<file path="src/rtl/instr_fetch.sv">
// Instruction fetch stage: keeps the fetch PC and issues word requests to
// instruction memory. It accepts in-order responses into a small instruction
// buffer that feeds decode. A redirect flushes the buffer and marks in-flight
// responses for discard.
//
// Ports:
//   clk_sys_i, rst_sys_i          system clock, synchronous active-high reset
//   imem_req_o / imem_addr_o      fetch request and word-aligned address
//   imem_gnt_i                    request accepted this cycle
//   imem_rvalid_i / imem_rdata_i  in-order read response
//   redirect_i / redirect_pc_i    control-flow redirect and its target
//   instr_valid_o/instr_o/pc_o    buffer head presented to decode
//   id_ready_i                    decode consumes the buffer head
module instr_fetch #(
  parameter logic [31:0] RESET_PC  = 32'h0000_0000,
  parameter int unsigned BUF_DEPTH = 2
) (
  input  logic        clk_sys_i,
  input  logic        rst_sys_i,
  output logic        imem_req_o,
  output logic [31:0] imem_addr_o,
  input  logic        imem_gnt_i,
  input  logic        imem_rvalid_i,
  input  logic [31:0] imem_rdata_i,
  input  logic        redirect_i,
  input  logic [31:0] redirect_pc_i,
  output logic        instr_valid_o,
  output logic [31:0] instr_o,
  output logic [31:0] pc_o,
  input  logic        id_ready_i
);

  localparam int unsigned CNT_W = $clog2(BUF_DEPTH + 1);
  localparam int unsigned PTR_W = (BUF_DEPTH > 1) ? $clog2(BUF_DEPTH) : 1;
  localparam int unsigned SUM_W = CNT_W + 1;

  logic [31:0]      r_pc;
  logic [CNT_W-1:0] r_out_cnt;
  logic [CNT_W-1:0] r_disc_cnt;
  logic [CNT_W-1:0] r_buf_cnt;

  // Pending-PC queue: address of every granted, not yet answered request.
  logic [31:0]      r_pq [BUF_DEPTH];
  logic [PTR_W-1:0] r_pq_rd;
  logic [PTR_W-1:0] r_pq_wr;

  // Instruction buffer.
  logic [31:0]      r_ib_instr [BUF_DEPTH];
  logic [31:0]      r_ib_pc    [BUF_DEPTH];
  logic [PTR_W-1:0] r_ib_rd;
  logic [PTR_W-1:0] r_ib_wr;

  logic             w_rvalid;
  logic             w_discard;
  logic             w_pop;
  logic             w_push;
  logic [SUM_W-1:0] w_slots;
  logic             w_req;
  logic             w_grant;
  logic [CNT_W-1:0] w_out_nxt;

  function automatic logic [PTR_W-1:0] ptr_inc(input logic [PTR_W-1:0] p);
    return (p == PTR_W'(BUF_DEPTH - 1)) ? '0 : p + PTR_W'(1);
  endfunction

  // A response with nothing outstanding (e.g. left over from before reset) is ignored.
  assign w_rvalid  = imem_rvalid_i && (r_out_cnt != '0);
  assign w_discard = (r_disc_cnt != '0);
  assign w_pop     = (r_buf_cnt != '0) && id_ready_i && !redirect_i;
  assign w_push    = w_rvalid && !w_discard && !redirect_i;

  // Slots in use: outstanding (incl. discard-marked) plus buffered entries that
  // remain after this cycle's pop, so a full-rate stream keeps one fetch per cycle.
  assign w_slots   = SUM_W'(r_out_cnt) + SUM_W'(r_buf_cnt) - SUM_W'(w_pop);
  assign w_req     = !rst_sys_i && !redirect_i && (w_slots < SUM_W'(BUF_DEPTH));
  assign w_grant   = w_req && imem_gnt_i;
  assign w_out_nxt = r_out_cnt + CNT_W'(w_grant) - CNT_W'(w_rvalid);

  assign imem_req_o    = w_req;
  assign imem_addr_o   = r_pc;
  assign instr_valid_o = (r_buf_cnt != '0);
  assign instr_o       = instr_valid_o ? r_ib_instr[r_ib_rd] : '0;
  assign pc_o          = instr_valid_o ? r_ib_pc[r_ib_rd]    : '0;

  // State update; redirect wins over grant, push and pop.
  always_ff @(posedge clk_sys_i) begin
    if (rst_sys_i) begin
      r_pc       <= {RESET_PC[31:2], 2'b00};
      r_out_cnt  <= '0;
      r_disc_cnt <= '0;
      r_buf_cnt  <= '0;
      r_pq       <= '{default: '0};
      r_pq_rd    <= '0;
      r_pq_wr    <= '0;
      r_ib_instr <= '{default: '0};
      r_ib_pc    <= '{default: '0};
      r_ib_rd    <= '0;
      r_ib_wr    <= '0;
    end else begin
      if (redirect_i) begin
        r_pc <= {redirect_pc_i[31:2], 2'b00};
      end else if (w_grant) begin
        r_pc <= r_pc + 32'd4;
      end

      if (w_grant) begin
        r_pq[r_pq_wr] <= r_pc;
        r_pq_wr       <= ptr_inc(r_pq_wr);
      end
      if (w_rvalid) begin
        r_pq_rd <= ptr_inc(r_pq_rd);
      end
      r_out_cnt <= w_out_nxt;

      // Everything still in flight after a redirect belongs to the old path.
      if (redirect_i) begin
        r_disc_cnt <= w_out_nxt;
      end else if (w_rvalid && w_discard) begin
        r_disc_cnt <= r_disc_cnt - CNT_W'(1);
      end

      if (redirect_i) begin
        r_buf_cnt <= '0;
        r_ib_rd   <= '0;
        r_ib_wr   <= '0;
      end else begin
        if (w_push) begin
          r_ib_instr[r_ib_wr] <= imem_rdata_i;
          r_ib_pc[r_ib_wr]    <= r_pq[r_pq_rd];
          r_ib_wr             <= ptr_inc(r_ib_wr);
        end
        if (w_pop) begin
          r_ib_rd <= ptr_inc(r_ib_rd);
        end
        r_buf_cnt <= r_buf_cnt + CNT_W'(w_push) - CNT_W'(w_pop);
      end
    end
  end

  // The slot accounting must never let a response land in a full buffer.
  a_no_full_push: assert property (@(posedge clk_sys_i) disable iff (rst_sys_i)
    !(w_push && (r_buf_cnt == CNT_W'(BUF_DEPTH))));

endmodule

</file>
<file path="config.mk">
export PLATFORM = sky130hd
export DESIGN_NAME = instr_fetch
export DESIGN_NICKNAME = d
export VERILOG_FILES = /design/src/rtl/instr_fetch.sv
export SDC_FILE = /design/constraint.sdc
export NUM_CORES = 1
export LEC_CHECK = 0
export CORE_MARGIN = 2
export CORE_UTILIZATION = 40
export CTS_CLUSTER_DIAMETER = 150
export CTS_CLUSTER_SIZE = 28
export DETAILED_ROUTE_END_ITERATION = 6
export PLACE_DENSITY_LB_ADDON = 0.2
export SYNTH_ARGS = -nofsm -noshare
export SYNTH_HDL_FRONTEND = slang
export SYNTH_SLANG_ARGS = --single-unit
</file>
<file path="constraint.sdc">
create_clock -name clk_sys_i -period 4 [get_ports clk_sys_i]
set_input_delay 0.6 -clock clk_sys_i [delete_from_list [all_inputs] [get_ports clk_sys_i]]
set_output_delay 0.6 -clock clk_sys_i [all_outputs]
set_load 0.02 [all_outputs]
</file>
; ---- Word level (Yosys, flattened, before mapping)
; Cells that the tools add are included.
; W data, S select, Z words.
[totals]
word_cells = 86
register_bits = 234
inputBits = 70
out_inout_bits = 98
[classes]
muxes = 26
reduce_logical = 21
order_cmp = 7
bitwise_logic = 5
n_addsub = 12
[op_table]
columns = op, count
row1 = $mux W32, 15
row2 = $bwmux W64, 3
row3 = $demux W32 S1, 2
row4 = $add A32 B3 Y32 const B, 1
row5 = $logic_and A1 B1 Y1, 11
row6 = $reduce_bool A2 Y1, 5
row7 = $ge A2 B2 Y1 const B, 4
row8 = $not A1 Y2, 4
row9 = $add A1 B1 Y1 const B, 4
row10 = $add A2 B1 Y2, 2
row11 = $lt A2 B1 Y1 const B, 2
row12 = $mux W1, 4
row13 = $mux W2, 2
row14 = $sub A2 B1 Y2, 2
row15 = $add A2 B2 Y3, 1
row16 = $logic_not A1 Y1, 3
row17 = $lt A3 B2 Y1 const B, 1
row18 = $sub A3 B1 Y3, 1
row19 = $reduce_and A2 Y1, 1
row20 = $reduce_or A2 Y1, 1
row21 = $sub A2 B1 Y2 const B, 1
row22 = $not A1 Y1, 1

; ---- Depth between registers and ports, before layout
[depth]
ltp_word = 10
depth_mapped = 20
mapped_depth_nobuf = 18

; ---- Worst setup path after synthesis
; OpenSTA, ideal clock, no wires.
[synth_timing]
kind = in2reg
start = in redirect_i
end = reg r_disc_cnt[1]
n_path_buf = 4
setup_slack_ps = -91
setup_time_ps = 128
required_time_ps = 3872
cell_stages = 19
arrival_time_ps = 3963
cell_sequence = clkbuf_1 clkbuf_1 nor2_1 ha_1 nand2b_1 fa_1 xnor2_1 nor2_8 inv_8 buf_2 buf_2 ha_1 inv_1 ha_1 xnor2_1 xnor2_1 nor2_1 a21oi_1 nor2_1
[synth_between]
elab_chain_len = 9
elab_cells_between_ends = 11
cone_classes = 3 x add/sub / 1 x order compare / 1 x mux / 6 x reduce/logical
[synth_lines]
columns = item, line
row1 = start: declaration, 25  ; input logic redirect_i,
row2 = $logic_not A1 Y1, 69  ; assign w_pop = (r_buf_cnt != '0) && id_ready_i && !redirect_i;
row3 = $logic_and A1 B1 Y1, 69
row4 = via w_pop, 55  ; logic w_pop;
row5 = $sub A3 B1 Y3, 74  ; assign w_slots = SUM_W'(r_out_cnt) + SUM_W'(r_buf_cnt) - SUM_W'(w_pop);
row6 = $lt A3 B2 Y1, 75  ; assign w_req = !rst_sys_i && !redirect_i && (w_slots < SUM_W'(BUF_DEPTH));
row7 = $logic_and A1 B1 Y1, 75
row8 = $logic_and A1 B1 Y1, 76  ; assign w_grant = w_req && imem_gnt_i;
row9 = $add A2 B1 Y2, 77  ; assign w_out_nxt = r_out_cnt + CNT_W'(w_grant) - CNT_W'(w_rvalid);
row10 = $sub A2 B1 Y2, 77
row11 = $mux W2, 116  ; if (redirect_i) begin
row12 = end signal: assignment, 117  ; r_disc_cnt <= w_out_nxt;
row13 = end signal: assignment, 119  ; r_disc_cnt <= r_disc_cnt - CNT_W'(1);
row14 = end: declaration, 39  ; logic [CNT_W-1:0] r_disc_cnt;
; The timed path passes the listed nets, and every way through them passes these cells.
; A chain may end at the register's enable or synchronous reset.

; ---- Worst setup path after layout
[layout_timing]
start = reg r_buf_cnt[0]
end = out imem_req_o
[layout_between]
elab_chain_len = 6
elab_cells_between_ends = 7
cone_classes = 2 x add/sub / 1 x order compare / 4 x reduce/logical
[layout_lines]
columns = item, line
row1 = start: declaration, 40  ; logic [CNT_W-1:0] r_buf_cnt;
row2 = start signal: assignment, 135  ; r_buf_cnt <= r_buf_cnt + CNT_W'(w_push) - CNT_W'(w_pop);
row3 = $reduce_bool A2 Y1, 69
row4 = $logic_and A1 B1 Y1 (2 in series), 69
row5 = via w_pop, 55
row6 = $sub A3 B1 Y3, 74
row7 = $lt A3 B2 Y1, 75
row8 = $logic_and A1 B1 Y1, 75
row9 = end: declaration, 20  ; output logic imem_req_o,
; The timed path passes the listed nets, and every way through them passes these cells.

==> impl_metrics.csv <==
group,metric,value,unit
status,status,"complete, no violations",
layout,final_cell_mix,"dfxtp_1 (222), nand2_1 (184), nor2_1 (183)",
die,core_area,24400,um2
power,p_sw,0.00146,W
logic_synthesis,synth-edff-count,0,
critical_path,crit_fanout,4,
layout,fin_area,12100,um2
layout,antenna_cells,0,
sta,max_freq,262,MHz
logic_synthesis,syn_inst,1188,
layout,layout.nets,1362,
die,io-pin-count,168,
global_routing,grt_pass1_wl,41.2,mm
drt,via_per_inst,5.23,
worst_hold_path,hold_class,"reg -> reg",
clock_tree,path_clk_slew,110,ps
logic_synthesis,synth_area_per_cell,8.41,um2
drt,drc,0,
power,clkPwrFrac,24.7,%
die,dieArea,26300,um2
clock_tree,clk_path_buf_depth,3,
clock_tree,worstSkewPairLatency,470,ps
logic_synthesis,muxShareOfSynthArea,12.5,%
logic_synthesis,synthXorXnorAreaFrac,1.93,%
clock_tree,cts.sinks,224,
critical_path,critPathKind,"reg -> out",
sta,final.min_clock_period,3820,ps
logic_synthesis,synth_warnings,0,
placed_design,place_hpwl,16.4,mm
clock_tree,htree_levels,1,
logic_synthesis,ys_ff_latch,224,
power,leakage,3.63,nW
global_routing,grt_max_degree,93,
sta,min_period_over_period,95.5,%
logic_synthesis,ys_seq_area_share,44.9,%
critical_path,end_kind,"output pin",
logic_synthesis,synth_top_family_by_area,"simple AND/OR/NAND/NOR gates",
sta,slew_headroom,26.7,%
power,intPower,0.00335,W
die,rows,57,
layout,layout_commonest_cell,"dfxtp_1",
logic_synthesis,ys.flop_type,"dfxtp_1",
sta,fin_hold_ws,459,ps
logic_synthesis,synth_cell_types,58,
placed_design,gp_congestion,0.789,
critical_path,arrival,3220,ps
logic_synthesis,synthArstFlopShare,0,%
clock_tree,cts_setup_buffers,0,
clock_tree,cts_resized,0,
sta,tightest_slew,1100,ps
global_routing,gr-total-overflow,0,
global_routing,track_usage,19.1,%
clock_tree,cts_tree,"yes",
drt,vias,8393,
sta,finClkSkew,12.3,ps
logic_synthesis,syn_area,9990,um2
power,p_per_area,398,nW/um2
drt,totalWireLength,25.6,mm
drt,wire_per_inst,16.0,um
logic_synthesis,synth_fa_ha_area_share,1.20,%
sta,fin_setup_tns,0,ps
sta,maxSlewViolCount,0,
power,p_seq_share,53.5,%
placed_design,place_area,11800,um2
sta,setup_violations,0,
layout,area_delta_synth_final,20.9,%
die,start_util,41.0,%
layout,layout-drive-gt1-share,4.45,%
die,chipHeight,162,um
die,die_x,162,um
drt,route.antenna.remaining_nets,0,
power,ir_drop,0.000217,V
logic_synthesis,synth-compound-area-share,13.4,%
drt,dr.pass1.iters,5,
clock_tree,postCtsHoldBufs,0,
placed_design,port_buffers,161,
global_routing,grt_pass1_vias,7720,
clock_tree,cts_made_buffers,11,
flow_run,cap_violations,0,
critical_path,required,3400,ps
sta,grt_setup_unrepaired,"no",
clock_tree,cts-root-buf,"clkbuf_16",
sta,finalHoldViolations,0,
drt,drt_iter0_markers,642,
critical_path,startpoint_type,"flop",
logic_synthesis,synth_simple_gate_area_share,20.4,%
power,p_sw_share,30.4,%
global_routing,antenna_found_initial,0,
power,combPwrFrac,21.8,%
## cell type report
cell class                 instances  area, um2
timing repair buffer             183       1830
clock buffer                      12        279
fill                            2407      12300
multi-input combinational        847       5010
tap                              324        405
sequential                       224       4490
inverter                          16       67.6
## per-stage QoR
stage | power, W | util, % | worst slack [ps] | instances
after floorplan | 0.00331 | - | 29.4 | 1191
after global placement | 0.00365 | 48.3 | 177 | 1594
after detailed placement | 0.00366 | 48.3 | 145 | 1594
after CTS | 0.00485 | 49.5 | 99.4 | 1606
after global routing | 0.00506 | 49.5 | 36.9 | 1606
final | 0.00481 | 49.5 | 179 | 1606
## cell families (layout without fill, tap and decap cells)
family          Yosys count  in the layout
flops                   224            224
fa+ha+maj                 9              9
mux                     125            125
compound gates          219            219
simple gates            468            468
other cells               1              4
buf+inv                 120            211
xor+xnor                 22             22
## Yosys cell counts (13+ instances only)
cell	n	area share, %
dfxtp_1	224	45
nor2_1	186	7.0
nand2_1	184	6.9
mux2i_1	123	12
a21oi_1	113	5.7
clkbuf_1	68	2.6
a211oi_1	66	5.0
nand3_1	39	2.0
buf_2	16	0.80
inv_1	15	0.56
xnor2_1	13	1.1
## power groups by stage
stage | Sequential, W | Combinational [W] | Clock (W)
finish | 0.00257 | 0.00105 | 0.00119
global route | 0.00259 | 0.00116 | 0.00131
CTS | 0.00257 | 0.00104 | 0.00123
detailed placement | 0.00262 | 0.00104 | 0
global placement | 0.00262 | 0.00103 | 0
floorplan | 0.00253 | 0.000782 | 0
## registers in the layout (all words and copies together), names as in the netlist
signal	cells
r_pq_wr	1
r_pq_rd	1
r_buf_cnt	2
r_ib_instr	64
r_ib_rd	1
r_ib_pc	60
r_pq	60
imem_addr_o	30
r_ib_wr	1
r_out_cnt	2
r_disc_cnt	2
## path summary, 6_finish.rpt
path / startpoint / endpoint / slack, ps / cells after the start
setup / recovery: r_buf_cnt[0]$_SDFF_PP0_ / imem_req_o / 180 / 10
hold / removal: r_pq[22]$_SDFFE_PP0P_ / r_pq[22]$_SDFFE_PP0P_ / 460 / 2
setup reg to reg: r_buf_cnt[0]$_SDFF_PP0_ / r_disc_cnt[1]$_SDFFE_PP0P_ / 650 / 18
hold reg to reg: r_pq[22]$_SDFFE_PP0P_ / r_pq[22]$_SDFFE_PP0P_ / 460 / 2
## critical path, stage by stage, from the launching register on
cell	delay, ps
dfxtp_1	430
nor2_4	60
inv_1	100
nand2_1	110
nor2_1	150
ha_1	250
nand2b_1	150
fa_1	460
xnor2_4	230
nor2_1	130
clkdlybuf4s50_1	680
## layer usage
layer	vias up	wire [um]	GRT usage (%)	share of wire (%)
li1	4234	-	-	-
met1	3930	12200	27.3	48
met2	203	11800	30.9	46
met3	26	1250	2.27	4.9
met4	0	395	4.26	1.5
met5	-	0	0	0
No activity file was read; power rests on OpenSTA's default activity.
